### src/rtl/cpu_types_pkg.sv
// Shared pipeline-control types: controller states, register ids, latch control bundle.
package cpu_types_pkg;

  localparam int unsigned REG_W = 5;

  typedef logic [REG_W-1:0] regbits_t;

  typedef enum logic [1:0] {
    RUN    = 2'd0,
    DWAIT  = 2'd1,
    HALTED = 2'd2
  } ctrl_state_t;

  // Enable/flush pairs for the four pipeline latches plus the PC enable.
  typedef struct packed {
    logic pc_en;
    logic ifid_en;
    logic ifid_flush;
    logic idex_en;
    logic idex_flush;
    logic exmem_en;
    logic exmem_flush;
    logic memwb_en;
    logic memwb_flush;
  } hazard_t;

endpackage

### src/rtl/pipeline_ctrl_if.sv
// Hazard inputs from the datapath and latch controls / status back to it.
interface pipeline_ctrl_if
  import cpu_types_pkg::*;
#(
  parameter int unsigned CNT_W = 32
) ();

  logic             ihit;
  logic             dhit;
  logic             exmem_dREN;
  logic             exmem_dWEN;
  logic             exmem_halt;
  logic             redirect;
  logic             idex_dREN;
  regbits_t         idex_wsel;
  regbits_t         ifid_rs;
  regbits_t         ifid_rt;

  logic             pc_en;
  logic             ifid_en;
  logic             idex_en;
  logic             exmem_en;
  logic             memwb_en;
  logic             ifid_flush;
  logic             idex_flush;
  logic             exmem_flush;
  logic             memwb_flush;
  logic             halt;
  logic             err_timeout;
  logic [CNT_W-1:0] stall_cnt;

  modport master (
    input  ihit, dhit, exmem_dREN, exmem_dWEN, exmem_halt, redirect,
           idex_dREN, idex_wsel, ifid_rs, ifid_rt,
    output pc_en, ifid_en, idex_en, exmem_en, memwb_en,
           ifid_flush, idex_flush, exmem_flush, memwb_flush,
           halt, err_timeout, stall_cnt
  );

  modport slave (
    output ihit, dhit, exmem_dREN, exmem_dWEN, exmem_halt, redirect,
           idex_dREN, idex_wsel, ifid_rs, ifid_rt,
    input  pc_en, ifid_en, idex_en, exmem_en, memwb_en,
           ifid_flush, idex_flush, exmem_flush, memwb_flush,
           halt, err_timeout, stall_cnt
  );

endinterface

### src/rtl/hazard_detect.sv
// Load-use comparator: load in EX writes a register the ID instruction reads.
module hazard_detect
  import cpu_types_pkg::*;
(
  input  logic     idex_dREN,
  input  regbits_t idex_wsel,
  input  regbits_t ifid_rs,
  input  regbits_t ifid_rt,
  output logic     lu_hazard
);

  // r0 is hardwired zero, so a load targeting it never creates a dependency.
  assign lu_hazard = idex_dREN && (idex_wsel != '0) &&
                     ((idex_wsel == ifid_rs) || (idex_wsel == ifid_rt));

endmodule

### src/rtl/pipeline_ctrl.sv
// Stall/flush sequencer for the five-stage pipeline with halt latch and stall statistics.
module pipeline_ctrl
  import cpu_types_pkg::*;
#(
  parameter int unsigned DWAIT_MAX = 255,
  parameter int unsigned CNT_W     = 32
) (
  input  logic CLK,
  input  logic RST,
  pipeline_ctrl_if.master bus
);

  localparam int unsigned DW_BITS = $clog2(DWAIT_MAX + 1);
  localparam int unsigned WAIT_W  = (DW_BITS > 8) ? DW_BITS : 8;

  ctrl_state_t      state;
  ctrl_state_t      state_next;
  hazard_t          hz;
  logic             mem_req;
  logic             mem_freeze;
  logic             lu_hazard;
  logic [WAIT_W-1:0] wait_cnt;
  logic             halt_r;
  logic             err_r;
  logic [CNT_W-1:0] stall_r;

  assign mem_req    = bus.exmem_dREN | bus.exmem_dWEN;
  assign mem_freeze = mem_req & ~bus.dhit;

  hazard_detect u_hazard_detect (
    .idex_dREN (bus.idex_dREN),
    .idex_wsel (bus.idex_wsel),
    .ifid_rs   (bus.ifid_rs),
    .ifid_rt   (bus.ifid_rt),
    .lu_hazard (lu_hazard)
  );

  // Next state and prioritized latch controls, all from current state and inputs.
  always_comb begin
    state_next = state;
    hz         = '0;

    case (state)
      RUN: begin
        if (bus.exmem_halt && !mem_freeze) state_next = HALTED;
        else if (mem_freeze)               state_next = DWAIT;
      end
      DWAIT: begin
        if (bus.exmem_halt && !mem_freeze) state_next = HALTED;
        else if (bus.dhit)                 state_next = RUN;
      end
      HALTED:  state_next = HALTED;
      default: state_next = RUN;
    endcase

    if (RST || (state == HALTED) || mem_freeze) begin
      hz = '0;
    end else if (bus.redirect) begin
      // Squash everything younger than MEM; the redirect target is fetched next.
      hz.pc_en       = 1'b1;
      hz.ifid_flush  = 1'b1;
      hz.idex_flush  = 1'b1;
      hz.exmem_flush = 1'b1;
      hz.memwb_en    = 1'b1;
    end else if (lu_hazard) begin
      // Hold PC and IF/ID, drop a bubble into EX while the load moves on.
      hz.idex_flush = 1'b1;
      hz.exmem_en   = 1'b1;
      hz.memwb_en   = 1'b1;
    end else if (!bus.ihit) begin
      hz.ifid_flush = 1'b1;
      hz.idex_en    = 1'b1;
      hz.exmem_en   = 1'b1;
      hz.memwb_en   = 1'b1;
    end else begin
      hz.pc_en    = 1'b1;
      hz.ifid_en  = 1'b1;
      hz.idex_en  = 1'b1;
      hz.exmem_en = 1'b1;
      hz.memwb_en = 1'b1;
    end
  end

  // Controller state register.
  always_ff @(posedge CLK or posedge RST) begin
    if (RST) state <= RUN;
    else     state <= state_next;
  end

  // Data-access wait counter, restarted on each entry into DWAIT.
  always_ff @(posedge CLK or posedge RST) begin
    if (RST) begin
      wait_cnt <= '0;
    end else if ((state == RUN) && (state_next == DWAIT)) begin
      wait_cnt <= '0;
    end else if ((state == DWAIT) && (wait_cnt != '1)) begin
      wait_cnt <= wait_cnt + WAIT_W'(1);
    end
  end

  // Sticky status flags: halt and data-access timeout.
  always_ff @(posedge CLK or posedge RST) begin
    if (RST) begin
      halt_r <= 1'b0;
      err_r  <= 1'b0;
    end else begin
      if (state_next == HALTED) halt_r <= 1'b1;
      if ((state == DWAIT) && mem_freeze && (wait_cnt == WAIT_W'(DWAIT_MAX))) err_r <= 1'b1;
    end
  end

  // Saturating count of cycles the PC was held while not halted.
  always_ff @(posedge CLK or posedge RST) begin
    if (RST) begin
      stall_r <= '0;
    end else if ((state != HALTED) && !hz.pc_en && (stall_r != '1)) begin
      stall_r <= stall_r + CNT_W'(1);
    end
  end

  assign bus.pc_en       = hz.pc_en;
  assign bus.ifid_en     = hz.ifid_en;
  assign bus.ifid_flush  = hz.ifid_flush;
  assign bus.idex_en     = hz.idex_en;
  assign bus.idex_flush  = hz.idex_flush;
  assign bus.exmem_en    = hz.exmem_en;
  assign bus.exmem_flush = hz.exmem_flush;
  assign bus.memwb_en    = hz.memwb_en;
  assign bus.memwb_flush = hz.memwb_flush;
  assign bus.halt        = halt_r;
  assign bus.err_timeout = err_r;
  assign bus.stall_cnt   = stall_r;

endmodule

### src/flat_wrapper.sv
// flat-port wrapper written by rule: the top's interface ports become plain ports
module pipeline_ctrl_flat import cpu_types_pkg::*;
#(
  parameter int unsigned DWAIT_MAX = 255,
  parameter int unsigned CNT_W     = 32
)
  (CLK, RST, bus_ihit, bus_dhit, bus_exmem_dREN, bus_exmem_dWEN, bus_exmem_halt, bus_redirect, bus_idex_dREN, bus_idex_wsel, bus_ifid_rs, bus_ifid_rt, bus_pc_en, bus_ifid_en, bus_idex_en, bus_exmem_en, bus_memwb_en, bus_ifid_flush, bus_idex_flush, bus_exmem_flush, bus_memwb_flush, bus_halt, bus_err_timeout, bus_stall_cnt);
  pipeline_ctrl_if #(.CNT_W(CNT_W)) bus_i ();
  input  logic CLK;
  input  logic RST;
  input wire logic [$bits(bus_i.ihit)-1:0] bus_ihit;
  input wire logic [$bits(bus_i.dhit)-1:0] bus_dhit;
  input wire logic [$bits(bus_i.exmem_dREN)-1:0] bus_exmem_dREN;
  input wire logic [$bits(bus_i.exmem_dWEN)-1:0] bus_exmem_dWEN;
  input wire logic [$bits(bus_i.exmem_halt)-1:0] bus_exmem_halt;
  input wire logic [$bits(bus_i.redirect)-1:0] bus_redirect;
  input wire logic [$bits(bus_i.idex_dREN)-1:0] bus_idex_dREN;
  input wire logic [$bits(bus_i.idex_wsel)-1:0] bus_idex_wsel;
  input wire logic [$bits(bus_i.ifid_rs)-1:0] bus_ifid_rs;
  input wire logic [$bits(bus_i.ifid_rt)-1:0] bus_ifid_rt;
  output wire logic [$bits(bus_i.pc_en)-1:0] bus_pc_en;
  output wire logic [$bits(bus_i.ifid_en)-1:0] bus_ifid_en;
  output wire logic [$bits(bus_i.idex_en)-1:0] bus_idex_en;
  output wire logic [$bits(bus_i.exmem_en)-1:0] bus_exmem_en;
  output wire logic [$bits(bus_i.memwb_en)-1:0] bus_memwb_en;
  output wire logic [$bits(bus_i.ifid_flush)-1:0] bus_ifid_flush;
  output wire logic [$bits(bus_i.idex_flush)-1:0] bus_idex_flush;
  output wire logic [$bits(bus_i.exmem_flush)-1:0] bus_exmem_flush;
  output wire logic [$bits(bus_i.memwb_flush)-1:0] bus_memwb_flush;
  output wire logic [$bits(bus_i.halt)-1:0] bus_halt;
  output wire logic [$bits(bus_i.err_timeout)-1:0] bus_err_timeout;
  output wire logic [$bits(bus_i.stall_cnt)-1:0] bus_stall_cnt;
  assign bus_i.ihit = bus_ihit;
  assign bus_i.dhit = bus_dhit;
  assign bus_i.exmem_dREN = bus_exmem_dREN;
  assign bus_i.exmem_dWEN = bus_exmem_dWEN;
  assign bus_i.exmem_halt = bus_exmem_halt;
  assign bus_i.redirect = bus_redirect;
  assign bus_i.idex_dREN = bus_idex_dREN;
  assign bus_i.idex_wsel = bus_idex_wsel;
  assign bus_i.ifid_rs = bus_ifid_rs;
  assign bus_i.ifid_rt = bus_ifid_rt;
  assign bus_pc_en = bus_i.pc_en;
  assign bus_ifid_en = bus_i.ifid_en;
  assign bus_idex_en = bus_i.idex_en;
  assign bus_exmem_en = bus_i.exmem_en;
  assign bus_memwb_en = bus_i.memwb_en;
  assign bus_ifid_flush = bus_i.ifid_flush;
  assign bus_idex_flush = bus_i.idex_flush;
  assign bus_exmem_flush = bus_i.exmem_flush;
  assign bus_memwb_flush = bus_i.memwb_flush;
  assign bus_halt = bus_i.halt;
  assign bus_err_timeout = bus_i.err_timeout;
  assign bus_stall_cnt = bus_i.stall_cnt;
  pipeline_ctrl #(.DWAIT_MAX(DWAIT_MAX), .CNT_W(CNT_W)) u_core (.CLK(CLK), .RST(RST), .bus(bus_i));
endmodule
### config.mk
export PLATFORM = sky130hd
export DESIGN_NAME = pipeline_ctrl_flat
export DESIGN_NICKNAME = d
export VERILOG_FILES = /design/src/rtl/cpu_types_pkg.sv /design/src/rtl/pipeline_ctrl_if.sv /design/src/rtl/hazard_detect.sv /design/src/rtl/pipeline_ctrl.sv /design/src/flat_wrapper.sv
export SDC_FILE = /design/constraint.sdc
export NUM_CORES = 1
export LEC_CHECK = 0
export BUFFER_PORTS_ARGS = -buffer_cell sky130_fd_sc_hd__buf_2
export CELL_PAD_IN_SITES_DETAIL_PLACEMENT = 1
export CELL_PAD_IN_SITES_GLOBAL_PLACEMENT = 1
export CORE_MARGIN = 8
export CORE_UTILIZATION = 39
export DETAILED_ROUTE_END_ITERATION = 10
export HOLD_SLACK_MARGIN = 0.12
export PLACE_DENSITY = 0.85
export REMOVE_ABC_BUFFERS = 1
export SLEW_MARGIN = 5
export SYNTH_ARGS = -nofsm -noshare
export SYNTH_HDL_FRONTEND = slang
export SYNTH_SLANG_ARGS = --single-unit
### constraint.sdc
create_clock -name CLK -period 2.56 [get_ports CLK]
set_clock_uncertainty 0.05 [all_clocks]
set_input_delay 0.64 -clock CLK [delete_from_list [all_inputs] [get_ports CLK]]
set_output_delay 0.64 -clock CLK [all_outputs]
set_load 0.01 [all_outputs]
## Word level (Yosys, flattened, before mapping)

Index checks and enable logic that the tools add are counted.

| cells by class | value |
|---|---|
| multiplexer cells | 19 |
| bitwise gates (word level) | 3 |
| reductions and logical operators | 17 |
| equality and inequality tests | 10 |
| add/subtract/negate cells | 2 |

Operator list:

| kind | number |
|---|---|
| $add 32x1->32 const B | 1 |
| $ne 32x32->1 const B | 1 |
| $mux 8 | 3 |
| $eq 5x5->1 | 2 |
| $mux 2 | 5 |
| $logic_and 1x1->1 | 9 |
| $mux 1 | 9 |
| $add 8x1->8 const B | 1 |
| $eq 8x8->1 const B | 1 |
| $ne 8x8->1 const B | 1 |
| $pmux 2 s3 | 1 |
| $reduce_bool 5->1 | 1 |
| $eq 2x1->1 const B | 2 |
| $eq 2x2->1 const B | 2 |
| $mux 4 | 1 |
| $logic_or 1x1->1 | 3 |
| $logic_not 1->1 | 2 |
| $logic_not 2->1 | 1 |
| $ne 2x2->1 const B | 1 |
| $reduce_bool 2->1 | 1 |
| $and 1x1->1 | 1 |
| $not 1->1 | 1 |
| $or 1x1->1 | 1 |

| word-level totals | value |
|---|---|
| register bits | 44 |
| logic and storage cells | 56 |
| output and inout bits | 43 |

## Longest topological paths before layout

Gate-level depths: netlist of run 1.

| depth | value |
|---|---|
| depth after elaboration | 9 |
| gate-level depth with buffers | 8 |
| gate-level depth less buffers | 8 |

## By module

From an unflattened synthesis of run 1, not the netlist that was laid out.

| unflattened totals | value |
|---|---|
| cells, all modules | 242 |
| area total of the unflattened synthesis | 2419.8 µm² |

Modules (own cells, without submodules):

| module | times used | sequential area each (µm²) | cells each | area an instance (µm²) |
|---|---|---|---|---|
| pipeline_ctrl | 1 | 1101.1 | 225 | 2294.7 |
| hazard_detect | 1 | 0.0 | 17 | 125.1 |

## Worst setup path after synthesis of run 1

Ideal clock, no wire load.

| path | value |
|---|---|
| path kind | input-to-output |
| start point | input bus_idex_wsel[0] |
| end point | output bus_ifid_en |
| slack | 0.015 ns |
| path buffers | 0 |
| arrival time | 1.855 ns |
| stages | 5 |
| cell sequence | or4_1 o21ai_1 nor2_1 nor2b_1 and2_1 |

| on the way | value |
|---|---|
| word-level cells in the longest chain between the ends | 6 |

Ends and longest elaborated chain:

| element | RTL line | source |
|---|---|---|
| from (decl) | flat_wrapper.sv:18 | `input wire logic [$bits(bus_i.idex_wsel)-1:0] bus_idex_wsel;` |
| $eq 5x5->1 or $reduce_bool 5->1 (tied branches) | hazard_detect.sv:14, hazard_detect.sv:13 |  |
| $logic_or 1x1->1 or $logic_and 1x1->1 (tied branches) | hazard_detect.sv:14, hazard_detect.sv:13 |  |
| $logic_and 1x1->1 (*) | hazard_detect.sv:13 | `assign lu_hazard = idex_dREN && (idex_wsel != '0) &&` |
| $mux 4 (*) | pipeline_ctrl.sv:65 | `end else if (lu_hazard) begin` |
| $mux 1 (*) | pipeline_ctrl.sv:58 | `end else if (bus.redirect) begin` |
| $mux 8 (*) | pipeline_ctrl.sv:56 | `if (RST \|\| (state == HALTED) \|\| mem_freeze) begin` |
| to (decl) | flat_wrapper.sv:22 | `output wire logic [$bits(bus_i.ifid_en)-1:0] bus_ifid_en;` |

Every way passes the cells marked *; elsewhere a longest branch is shown, timed or not.

## Worst setup path in the final report of run 1

| path | value |
|---|---|
| start point | input bus_idex_wsel[3] |
| end point | output bus_pc_en |

| on the way | value |
|---|---|
| word-level cells in the longest chain between the ends | 6 |

Ends and longest elaborated chain:

| element | RTL line | source |
|---|---|---|
| $eq 5x5->1 or $reduce_bool 5->1 (tied branches) | hazard_detect.sv:14, hazard_detect.sv:13 |  |
| $logic_or 1x1->1 or $logic_and 1x1->1 (tied branches) | hazard_detect.sv:14, hazard_detect.sv:13 |  |
| $logic_and 1x1->1 (*) | hazard_detect.sv:13 |  |
| $mux 4 (*) | pipeline_ctrl.sv:65 |  |
| $mux 1 (*) | pipeline_ctrl.sv:58 |  |
| $mux 8 (*) | pipeline_ctrl.sv:56 |  |
| to (decl) | flat_wrapper.sv:21 | `output wire logic [$bits(bus_i.pc_en)-1:0] bus_pc_en;` |

Marks and branches as above.

==> qor.yml, run 1 <==
sta:
  rsz0062_at_grt: "yes"
  relSlewSlack_pct: 62.3
  hold_viol_final: 0
  fin_crit_ns: 2.63
  final-setup-viol-count: 5
  timing.final.crit_share_pct: 103
  max_freq_mhz: 380
  worst_pin_slew_ns: 0.565
  maxSlewViolCount: 0
  holdWs_ns: 0.418
  fin_ws_ns: -0.0730
pwr:
  power.switching_uw: 679
  p_comb_share_pct: 31.0
  pwr_density_cell_nw_per_um2: 654
  leakage_nw: 1.46
  sw_frac_of_total_pct: 34.5
  cellInternalPower_mw: 1.29
  finalPower_mw: 1.97
  max-vdd-ir-drop_uv: 408
  clockPowerShare_pct: 23.4
  seqPwrFrac_pct: 45.6
cells_and_area:
  area_growth_pct: 28.0
  n_fill_cell: 704
  antennaDiodeCount: 0
  nets: 336
  multiInputGateArea_um2: 1240
  drive_gt1_share_pct: 33.4
  regArea_um2: 1100
floorplan:
  ios: 67
  die_area_um2: 8770
  initial_core_util_pct: 40.0
  die_w_um: 93.7
  core_area_um2: 5890
  rows: 28
  dieHeight_um: 93.7
critical_path:
  critPathLaunchType: "input pin"
  rrSetupSlack_ns: 0.34
  worstSetupEndpoint: "bus_pc_en"
  crit_type: "input pin to output port"
  required_ns: 1.87
  reg2reg_depth: 7
  r2r-end: "u_core.bus.stall_cnt[30]$_DFFE_PP0P_"
  cp.arrival_ns: 1.94
  worstPathMaxFanout: 4
  r2r_start: "u_core.bus.stall_cnt[4]$_DFFE_PP0P_"
  critPathLaunch: "bus_idex_wsel[3]"
  cp-end-kind: "output port"
placement:
  dp_slack_ns: -0.114
  gp_congestion: 0.755
  dpl.hpwl_mm: 4.72
  io_buffer_count: 65
clock_tree:
  clk_pin_slew_ns: 0.09
  cts_hold_repair.buffers: 0
  root_buffer: "clkbuf_8"
  cts_tree: "done"
  clock_latency_ns: 0.30
  numCtsBuffers: 5
  cts_max_level: 2
  cts.sinks: 44
  clockBufferDepth: 2
yosys:
  synth_area_leaders: "dfrtp_1 47%, xnor2_1 10%, xor2_1 7.8%"
  netlist_instances: 229
  ys_ff_latch: 44
  ys_warn_count: 0
  yosysSeqAreaShare_pct: 46.8
  async_flop_share_pct: 100
  synth_enable_flop_cells: 0
  synth_ff_type: "dfrtp_1"
  netlist_area_um2: 2350
  yosysUniqueCellTypes: 40
  yosysTopAreaCellShare_pct: 46.8
  synth_top_area_cell: "dfrtp_1"
  syn_area_per_cell_um2: 10.3
global_routing:
  grt_start_max_net_pins: 45
  grt_pass1_vias: 2161
  antenna_found_initial: 0
  grt_pass1_wl_mm: 10.4
  overflow: 0
  globalRouteTotalUtil_pct: 14.6
route:
  drtIter0Drc: 31
  route.detailed.drc: 0
  drt_wl_total_mm: 6.37
  first_pass_iters: 2
  wl_met2_mm: 3.17
  drt.antenna.violating_nets: 0
  avgViaCountPerCell: 5.26
  wire_per_inst_um: 16.5
  drt-met1-wl_mm: 2.71
  wl_met3_um: 393
  vias: 2031
  top_layer_used: "met4"
worst_hold_path:
  hold_path.class: "flop to flop"
status:
  status: "finished with violations"
  violations: "negative setup slack"
job:
  cap_viol_max_count: 0
[cell usage in the layout, fill, tap and decap left out, types with 4 or more instances in the layout]
cell type,netlist,layout
xor2_1,21,21
buf_2,0,62
buf_4,1,13
and4_1,4,4
nand2_1,17,17
xnor2_1,27,27
nand4_1,17,17
nor3_1,8,7
nand3_1,13,13
dfrtp_1,44,44
clkbuf_8,0,6
and3_1,10,10
nor2_1,23,22
and2_1,4,4
[timing repair]
item                                    4_1_cts  5_1_grt
endpoints found under the setup margin        5        5
gates resized for setup                       8        7
pin swaps                                     5        5
buffers inserted                              2        2
hold endpoints to repair                      0        0
[through the flow]
step	cells	util, %	cell area [um^2]	setup TNS, ns
after floorplan	224	-	2310	0
after global placement	374	47.9	2820	-0.259
after detailed placement	374	47.9	2820	-0.680
after CTS	384	50.3	2960	-0.0934
after global routing	386	51.1	3010	-0.368
final	386	51.1	3010	-0.176
[state kept, by name (all words and copies together), names as in the netlist]
| signal | count |
|---|---|
| u_core.bus.err_timeout | 1 |
| u_core.bus.halt | 1 |
| u_core.bus.stall_cnt | 32 |
| u_core.state | 2 |
| u_core.wait_cnt | 8 |
[cell families (layout without fill, tap and decap cells)]
group / count (synthesis) / count (layout) / share of synthesized area [%]
AND/OR/NAND/NOR: 113 / 113 / 26.6
XOR/XNOR: 48 / 48 / 17.9
flip-flops: 44 / 44 / 46.8
AO/OA/AOI/OAI: 12 / 12 / 4.68
multiplexers: 2 / 2 / 0.904
buffers and inverters: 7 / 89 / 1.92
other: 1 / 1 / 0.159
adder cells (fa/ha/maj): 2 / 2 / 1.06
[cell usage after synthesis (all sizes together) (4+ instances only)]
cell type	count
nand2	17
nor3	11
and3	10
dfrtp	44
xnor2	27
nand4	17
nor2	23
nand3	13
and2	4
xor2	21
and4	4
[worst max-delay path, stage by stage]
cell	delay, ns
buf_8	0.10
or4_4	0.55
o21ai_4	0.19
nor2_4	0.06
nor2b_1	0.15
o21a_1	0.12
buf_2	0.12
[power by group through the flow]
| stage | Clock, mW | Sequential [mW] | Combinational, mW |
|---|---|---|---|
| after floorplan | 0 | 0.904 | 0.311 |
| after global placement | 0 | 0.898 | 0.571 |
| after detailed placement | 0 | 0.912 | 0.597 |
| after CTS | 0.473 | 0.898 | 0.609 |
| after global routing | 0.501 | 0.915 | 0.670 |
| final | 0.461 | 0.897 | 0.610 |
[area by class of cell]
class | count | share of cell area (%)
multi-input combinational | 178 | 41.2
sequential | 44 | 36.6
timing repair buffer | 79 | 15.6
tap | 75 | 3.12
clock buffer | 6 | 2.74
clock inverter | 2 | 0.499
inverter | 2 | 0.249
[worst min path at each step]
stage | startpoint | end | slack (ns) | cells past startpoint
3_3_place_gp | u_core.bus.err_timeout$_DFFE_PP0P_ | u_core.bus.err_timeout$_DFFE_PP0P_ | 0.40 | 1
5_1_grt | u_core.bus.err_timeout$_DFFE_PP0P_ | u_core.bus.err_timeout$_DFFE_PP0P_ | 0.46 | 1
4_1_cts | u_core.bus.err_timeout$_DFFE_PP0P_ | u_core.bus.err_timeout$_DFFE_PP0P_ | 0.42 | 1
6_report | u_core.bus.err_timeout$_DFFE_PP0P_ | u_core.bus.err_timeout$_DFFE_PP0P_ | 0.42 | 1
2_1_floorplan | u_core.state[1]$_DFF_PP0_ | u_core.state[0]$_DFF_PP0_ | 0.44 | 1
3_5_place_dp | u_core.bus.err_timeout$_DFFE_PP0P_ | u_core.bus.err_timeout$_DFFE_PP0P_ | 0.40 | 1
[layer usage]
layer / up-vias / GRT usage, %
li1: 958 / -
met1: 1012 / 17.4
met2: 52 / 25.0
met3: 9 / 4.08
met4: 0 / 4.10
met5: - / 0
No activity file was read; power rests on OpenSTA's default activity.
==> run 2: changes to the inputs <==
CAP_MARGIN = 10   (was not set)
CORE_UTILIZATION = 42   (was 39)
PLACE_DENSITY = 0.94   (was 0.85)
clock period = 3.4 ns   (was 2.56 ns; I/O delays follow)
==> qor.yml, run 2 (synthesis results as in run 1) <==
critical_path:
  crit_slowest_cell: "or4_1"
  critPathLaunchType: "input pin"
  critical_path.max_stage_delay_ns: 0.53
  crit_type: "input pin to output port"
  required_ns: 2.50
  cp_common_cell: "buf_2"
  critical_path.cell_chain: "buf_2 -> or4_1 -> o21ai_1 -> nor2_1 -> nor2b_1 -> and2_1 -> buf_2"
  cp.arrival_ns: 2.23
  cp-end-kind: "output port"
  worstPathMaxFanout: 4
clock_tree:
  clk_pin_slew_ns: 0.07
  post_cts_resize_count: 0
  numCtsBuffers: 5
  clockBufferDepth: 2
  cts.sinks: 44
  cts_tree: "done"
  cts_max_level: 2
  root_buffer: "clkbuf_8"
  clock_latency_ns: 0.30
  cts_hold_repair.buffers: 0
  cts_setup_buffers: 0
sta:
  fin_ws_ns: 0.265
  final-setup-viol-count: 0
  max_freq_mhz: 319
  fin_crit_ns: 3.13
  worst_pin_slew_ns: 1.06
  hold_viol_final: 0
  timing.final.crit_share_pct: 92.2
  setup-tns-final_ns: 0
  rsz0062_at_grt: "no"
  relSlewSlack_pct: 29.1
  maxSlewViolCount: 0
pwr:
  power.switching_uw: 491
  max-vdd-ir-drop_uv: 292
  cellInternalPower_uw: 936
  leakage_nw: 1.40
  clockPowerShare_pct: 23.8
  p_comb_share_pct: 29.0
  sw_frac_of_total_pct: 34.4
  seqPwrFrac_pct: 47.2
  pwr_density_cell_nw_per_um2: 498
cells_and_area:
  area_growth_pct: 21.9
  mostFrequentLayoutCell: "buf_2"
  final_core_util_pct: 52.4
  largest_register_ffs: 32
  nets: 326
  antennaDiodeCount: 0
  drive_gt1_share_pct: 28.9
  layout_common_cells: "65 x buf_2, 44 x dfrtp_1, 27 x xnor2_1, 23 x nor2_1, 21 x xor2_1"
route:
  vias: 1955
  first_pass_iters: 4
  drtIter0Drc: 108
  drt.antenna.violating_nets: 0
  avgViaCountPerCell: 5.24
  wire_per_inst_um: 16.0
  route.detailed.drc: 0
  drt_wl_total_mm: 5.98
floorplan:
  die_area_um2: 8250
  rows: 27
  core_area_um2: 5470
  initial_core_util_pct: 43.0
  dieHeight_um: 90.8
  die_w_um: 90.8
  ios: 67
global_routing:
  globalRouteTotalUtil_pct: 15.5
  grt_pass1_vias: 2161
  grt_pass1_wl_mm: 10.7
  overflow: 0
  antenna_found_initial: 0
  grt_start_max_net_pins: 29
placement:
  io_buffer_count: 65
  gp_congestion: 0.811
  dp_slack_ns: 0.241
  dpl.hpwl_mm: 4.68
status:
  status: "finished, final reports clean"
worst_hold_path:
  hold_path.class: "flop to flop"
job:
  cap_viol_max_count: 0
## run 2: changes by cell type in the layout (fill, tap and decap cells not counted), sizes merged
| cell | delta |
|---|---|
| clkbuf | +1 |
| buf | -10 |
| clkinvlp | -1 |
## run 2: power groups by stage
stage / logic (mW) / clock network [mW] / registers (mW)
finish: 0.414 / 0.340 / 0.674
global route: 0.456 / 0.367 / 0.693
CTS: 0.422 / 0.353 / 0.673
detailed placement: 0.417 / 0 / 0.683
global placement: 0.401 / 0 / 0.675
floorplan: 0.234 / 0 / 0.681
## run 2: worst max-delay path: cells and delay by family
| kind | cells | cell delay [ns] |
|---|---|---|
| simple gates | 4 | 0.94 |
| buf+inv | 2 | 0.24 |
| compound gates | 1 | 0.21 |
## run 2: path summary, 6_finish.rpt
check / from / to / slack [ns] / cells after the start
setup / recovery: bus_idex_wsel[0] / bus_ifid_en / 0.27 / 7
hold / removal: u_core.bus.halt$_DFFE_PP0N_ / u_core.bus.halt$_DFFE_PP0N_ / 0.41 / 1
setup reg to reg: u_core.bus.stall_cnt[4]$_DFFE_PP0P_ / u_core.bus.stall_cnt[27]$_DFFE_PP0P_ / 1.21 / 6
hold reg to reg: u_core.bus.halt$_DFFE_PP0N_ / u_core.bus.halt$_DFFE_PP0N_ / 0.41 / 1
max in group asynchronous: RST / u_core.bus.stall_cnt[0]$_DFFE_PP0P_ / 1.78 / 3
min in group asynchronous: RST / u_core.bus.err_timeout$_DFFE_PP0P_ / 0.79 / 2
## run 2: metal layers
metal  wire length [um]  part of all wire (%)  vias to the layer above  track usage [%]
met2               2890                    48                       48             25.5
li1                   -                     -                      940                -
met3                267                   4.5                        9             3.91
met5                  0                     0                        -                0
met4                 89                   1.5                        0             5.32
met1               2740                    46                      958             19.1
## run 2: layout make-up
class	count	area, um^2
tap	72	90.1
timing repair buffer	69	368
clock buffer	7	86.3
clock inverter	1	7.51
inverter	2	7.51
fill	652	2610
sequential	44	1100
multi-input combinational	178	1210
## run 2: through the flow
| step | hold slack, ns | power (mW) | cells | cell area [um^2] |
|---|---|---|---|---|
| 2_1_floorplan | 0.437 | 0.915 | 224 | 2310 |
| 3_3_place_gp | 0.400 | 1.08 | 365 | 2770 |
| 3_5_place_dp | 0.400 | 1.10 | 365 | 2770 |
| 4_1_cts | 0.418 | 1.45 | 373 | 2870 |
| 5_1_grt | 0.437 | 1.52 | 373 | 2870 |
| 6_report | 0.412 | 1.43 | 373 | 2870 |
==> run 3: changes to the inputs <==
SYNTH_HIERARCHICAL = 1   (was not set)
==> qor.yml, run 3 <==
critical_path:
  critical_path.max_stage_delay_ns: 0.30
  r2r_start: "u_core/bus.stall_cnt[8]$_DFFE_PP0P_"
  crit_family: "compound AO/OA/AOI/OAI gates"
  critical_path.cell_chain: "buf_2 -> xor2_1 -> nor3_1 -> nand3_1 -> a21oi_1 -> nor2b_1 -> o2111ai_1 -> inv_1 -> buf_2"
  critPathLaunchType: "input pin"
  cp.arrival_ns: 2.33
  crit_type: "input pin to output port"
  required_ns: 2.50
  worst-path-buf-inv: 3
  critPathLaunch: "bus_idex_wsel[0]"
  crit_slowest_cell: "a21oi_1"
  cp-end-kind: "output port"
  cp_common_cell: "buf_2"
  worstPathMaxFanout: 4
route:
  vias: 2104
  route.detailed.drc: 0
  first_pass_iters: 4
  drt_wl_total_mm: 6.71
  drt.antenna.violating_nets: 0
  drtIter0Drc: 110
  wire_per_inst_um: 17.4
  wl_met3_um: 444
  avgViaCountPerCell: 5.46
  drt-met1-wl_mm: 2.90
  top_layer_used: "met4"
  wl_met2_mm: 3.33
yosys:
  yosysMostFrequentCell: "dfrtp_1"
  yosysSeqAreaShare_pct: 45.5
  syn_area_per_cell_um2: 10.0
  yosys.area_share.adder_pct: 1.03
  async_flop_share_pct: 100
  synth_xor_area_share_pct: 17.4
  yosys.area_share.simple_pct: 29.9
  synth_top_area_cell: "dfrtp_1"
  synth_ff_type: "dfrtp_1"
  ys_warn_count: 6
  synth_enable_flop_cells: 0
  ys_ff_latch: 44
  netlist_area_um2: 2420
  yosysUniqueCellTypes: 42
  synth_area_leaders: "dfrtp_1 46%, xor2_1 14%, nor3_1 4.1%"
  synth_compound_area_share_pct: 2.38
  synth_top_family_by_area: "simple AND/OR/NAND/NOR gates"
  yosysTopAreaCellShare_pct: 45.5
  netlist_instances: 242
  muxShareOfSynthArea_pct: 0.879
  synth_common_cells: "44 x dfrtp_1, 39 x xor2_1, 22 x nor2_1, 20 x nor3_1, 15 x nand4_1"
placement:
  dpl_cell_area_um2: 2830
  dpl.hpwl_mm: 5.12
  io_buffer_count: 65
  gp_congestion: 0.798
  dp_slack_ns: 0.173
  dp_cells: 379
pwr:
  power.switching_uw: 489
  p_comb_share_pct: 26.7
  max-vdd-ir-drop_uv: 254
  seqPwrFrac_pct: 46.8
  clockPowerShare_pct: 26.4
  sw_frac_of_total_pct: 34.0
  leakage_nw: 1.54
  cellInternalPower_uw: 947
  pwr_density_cell_nw_per_um2: 490
floorplan:
  core_area_um2: 5540
  die_area_um2: 8450
  die_w_um: 91.9
  rows: 27
  ios: 67
  initial_core_util_pct: 43.7
  dieHeight_um: 91.9
status:
  status: "finished, final reports clean"
worst_hold_path:
  hold_path.class: "flop to flop"
  min_from: "u_core/bus.halt$_DFFE_PP0N_"
clock_tree:
  clock_latency_ns: 0.29
  cts_max_level: 2
  clockBufferDepth: 2
  numCtsBuffers: 5
  cts_tree: "done"
  post_cts_resize_count: 0
  cts_setup_buffers: 0
  cts.sinks: 44
  cts_hold_repair.buffers: 0
  clk_pin_slew_ns: 0.08
  root_buffer: "clkbuf_8"
global_routing:
  antenna_found_initial: 0
  grt_pass1_wl_mm: 11.4
  grt_pass1_vias: 2314
  overflow: 0
  grt_start_max_net_pins: 45
  globalRouteTotalUtil_pct: 16.4
sta:
  maxSlewViolCount: 0
  fin_crit_ns: 3.23
  rsz0062_at_grt: "no"
  final-setup-viol-count: 0
  fin_ws_ns: 0.170
  hold_viol_final: 0
  setup-tns-final_ns: 0
  timing.final.crit_share_pct: 95.0
  relSlewSlack_pct: 45.7
  holdWs_ns: 0.427
  worst_pin_slew_ns: 0.809
  max_freq_mhz: 310
job:
  cap_viol_max_count: 0
cells_and_area:
  layout_common_cells: "65 x buf_2, 44 x dfrtp_1, 39 x xor2_1, 22 x nor2_1, 20 x nor3_1"
  antennaDiodeCount: 0
  drive_gt1_share_pct: 26.8
  mostFrequentLayoutCell: "buf_2"
  area_growth_pct: 21.0
  instances_no_fill: 385
  largest_register_ffs: 32
  nets: 340
  stdcell_area_um2: 2930
-- run 3: cell count changes in the layout (fill, tap and decap cells not counted), moves of 5 or more --
cell | previous run | this run
nor3_1 | 8 | 20
and3_1 | 10 | 2
nand2_1 | 17 | 12
xor2_1 | 21 | 39
xnor2_1 | 27 | 9
inv_1 | 2 | 7
nor4_1 | 2 | 13
-- run 3: final timing paths --
kind	cells after the start	slack (ns)	endpoint
worst max-delay path	9	0.17	bus_pc_en
worst min-delay path	1	0.43	u_core/bus.halt$_DFFE_PP0N_
worst max register to register	5	0.75	u_core/bus.stall_cnt[19]$_DFFE_PP0P_
worst min register to register	1	0.43	u_core/bus.halt$_DFFE_PP0N_
max in group asynchronous	3	2.19	u_core/wait_cnt[5]$_DFFE_PP0P_
min in group asynchronous	3	0.70	u_core/bus.stall_cnt[19]$_DFFE_PP0P_
-- run 3: power groups by stage --
| stage | sequential [mW] | combinational, mW | clock, mW |
|---|---|---|---|
| 2_1_floorplan | 0.682 | 0.212 | 0 |
| 3_3_place_gp | 0.675 | 0.367 | 0 |
| 3_5_place_dp | 0.683 | 0.390 | 0 |
| 4_1_cts | 0.672 | 0.391 | 0.388 |
| 5_1_grt | 0.688 | 0.428 | 0.414 |
| 6_report | 0.672 | 0.384 | 0.380 |
-- run 3: metal layers --
| layer | GRT usage [%] | up-vias |
|---|---|---|
| li1 | - | 1001 |
| met1 | 20.0 | 1049 |
| met2 | 27.7 | 50 |
| met3 | 5.38 | 4 |
| met4 | 3.36 | 0 |
| met5 | 0 | - |
-- run 3: metrics by stage --
| stage | power, mW | util, % |
|---|---|---|
| after global placement | 1.04 | 51.1 |
| after global routing | 1.53 | 52.8 |
| final | 1.44 | 52.8 |
| after CTS | 1.45 | 52.8 |
| after floorplan | 0.894 | - |
| after detailed placement | 1.07 | 51.1 |
-- run 3: logic make-up (layout without fill, tap and decap cells) --
family	Yosys count	after routing
other cells	1	1
fa+ha+maj	2	2
simple gates	125	125
buf+inv	12	83
xor+xnor	48	48
mux	2	2
flops	44	44
compound gates	8	8
-- run 3: cell type report --
type | instances | area, um^2
fill | 683 | 2610
multi-input combinational | 186 | 1250
sequential | 44 | 1100
timing repair buffer | 69 | 355
tap | 72 | 90.1
clock buffer | 5 | 68.8
clock inverter | 1 | 30.0
inverter | 8 | 30.0
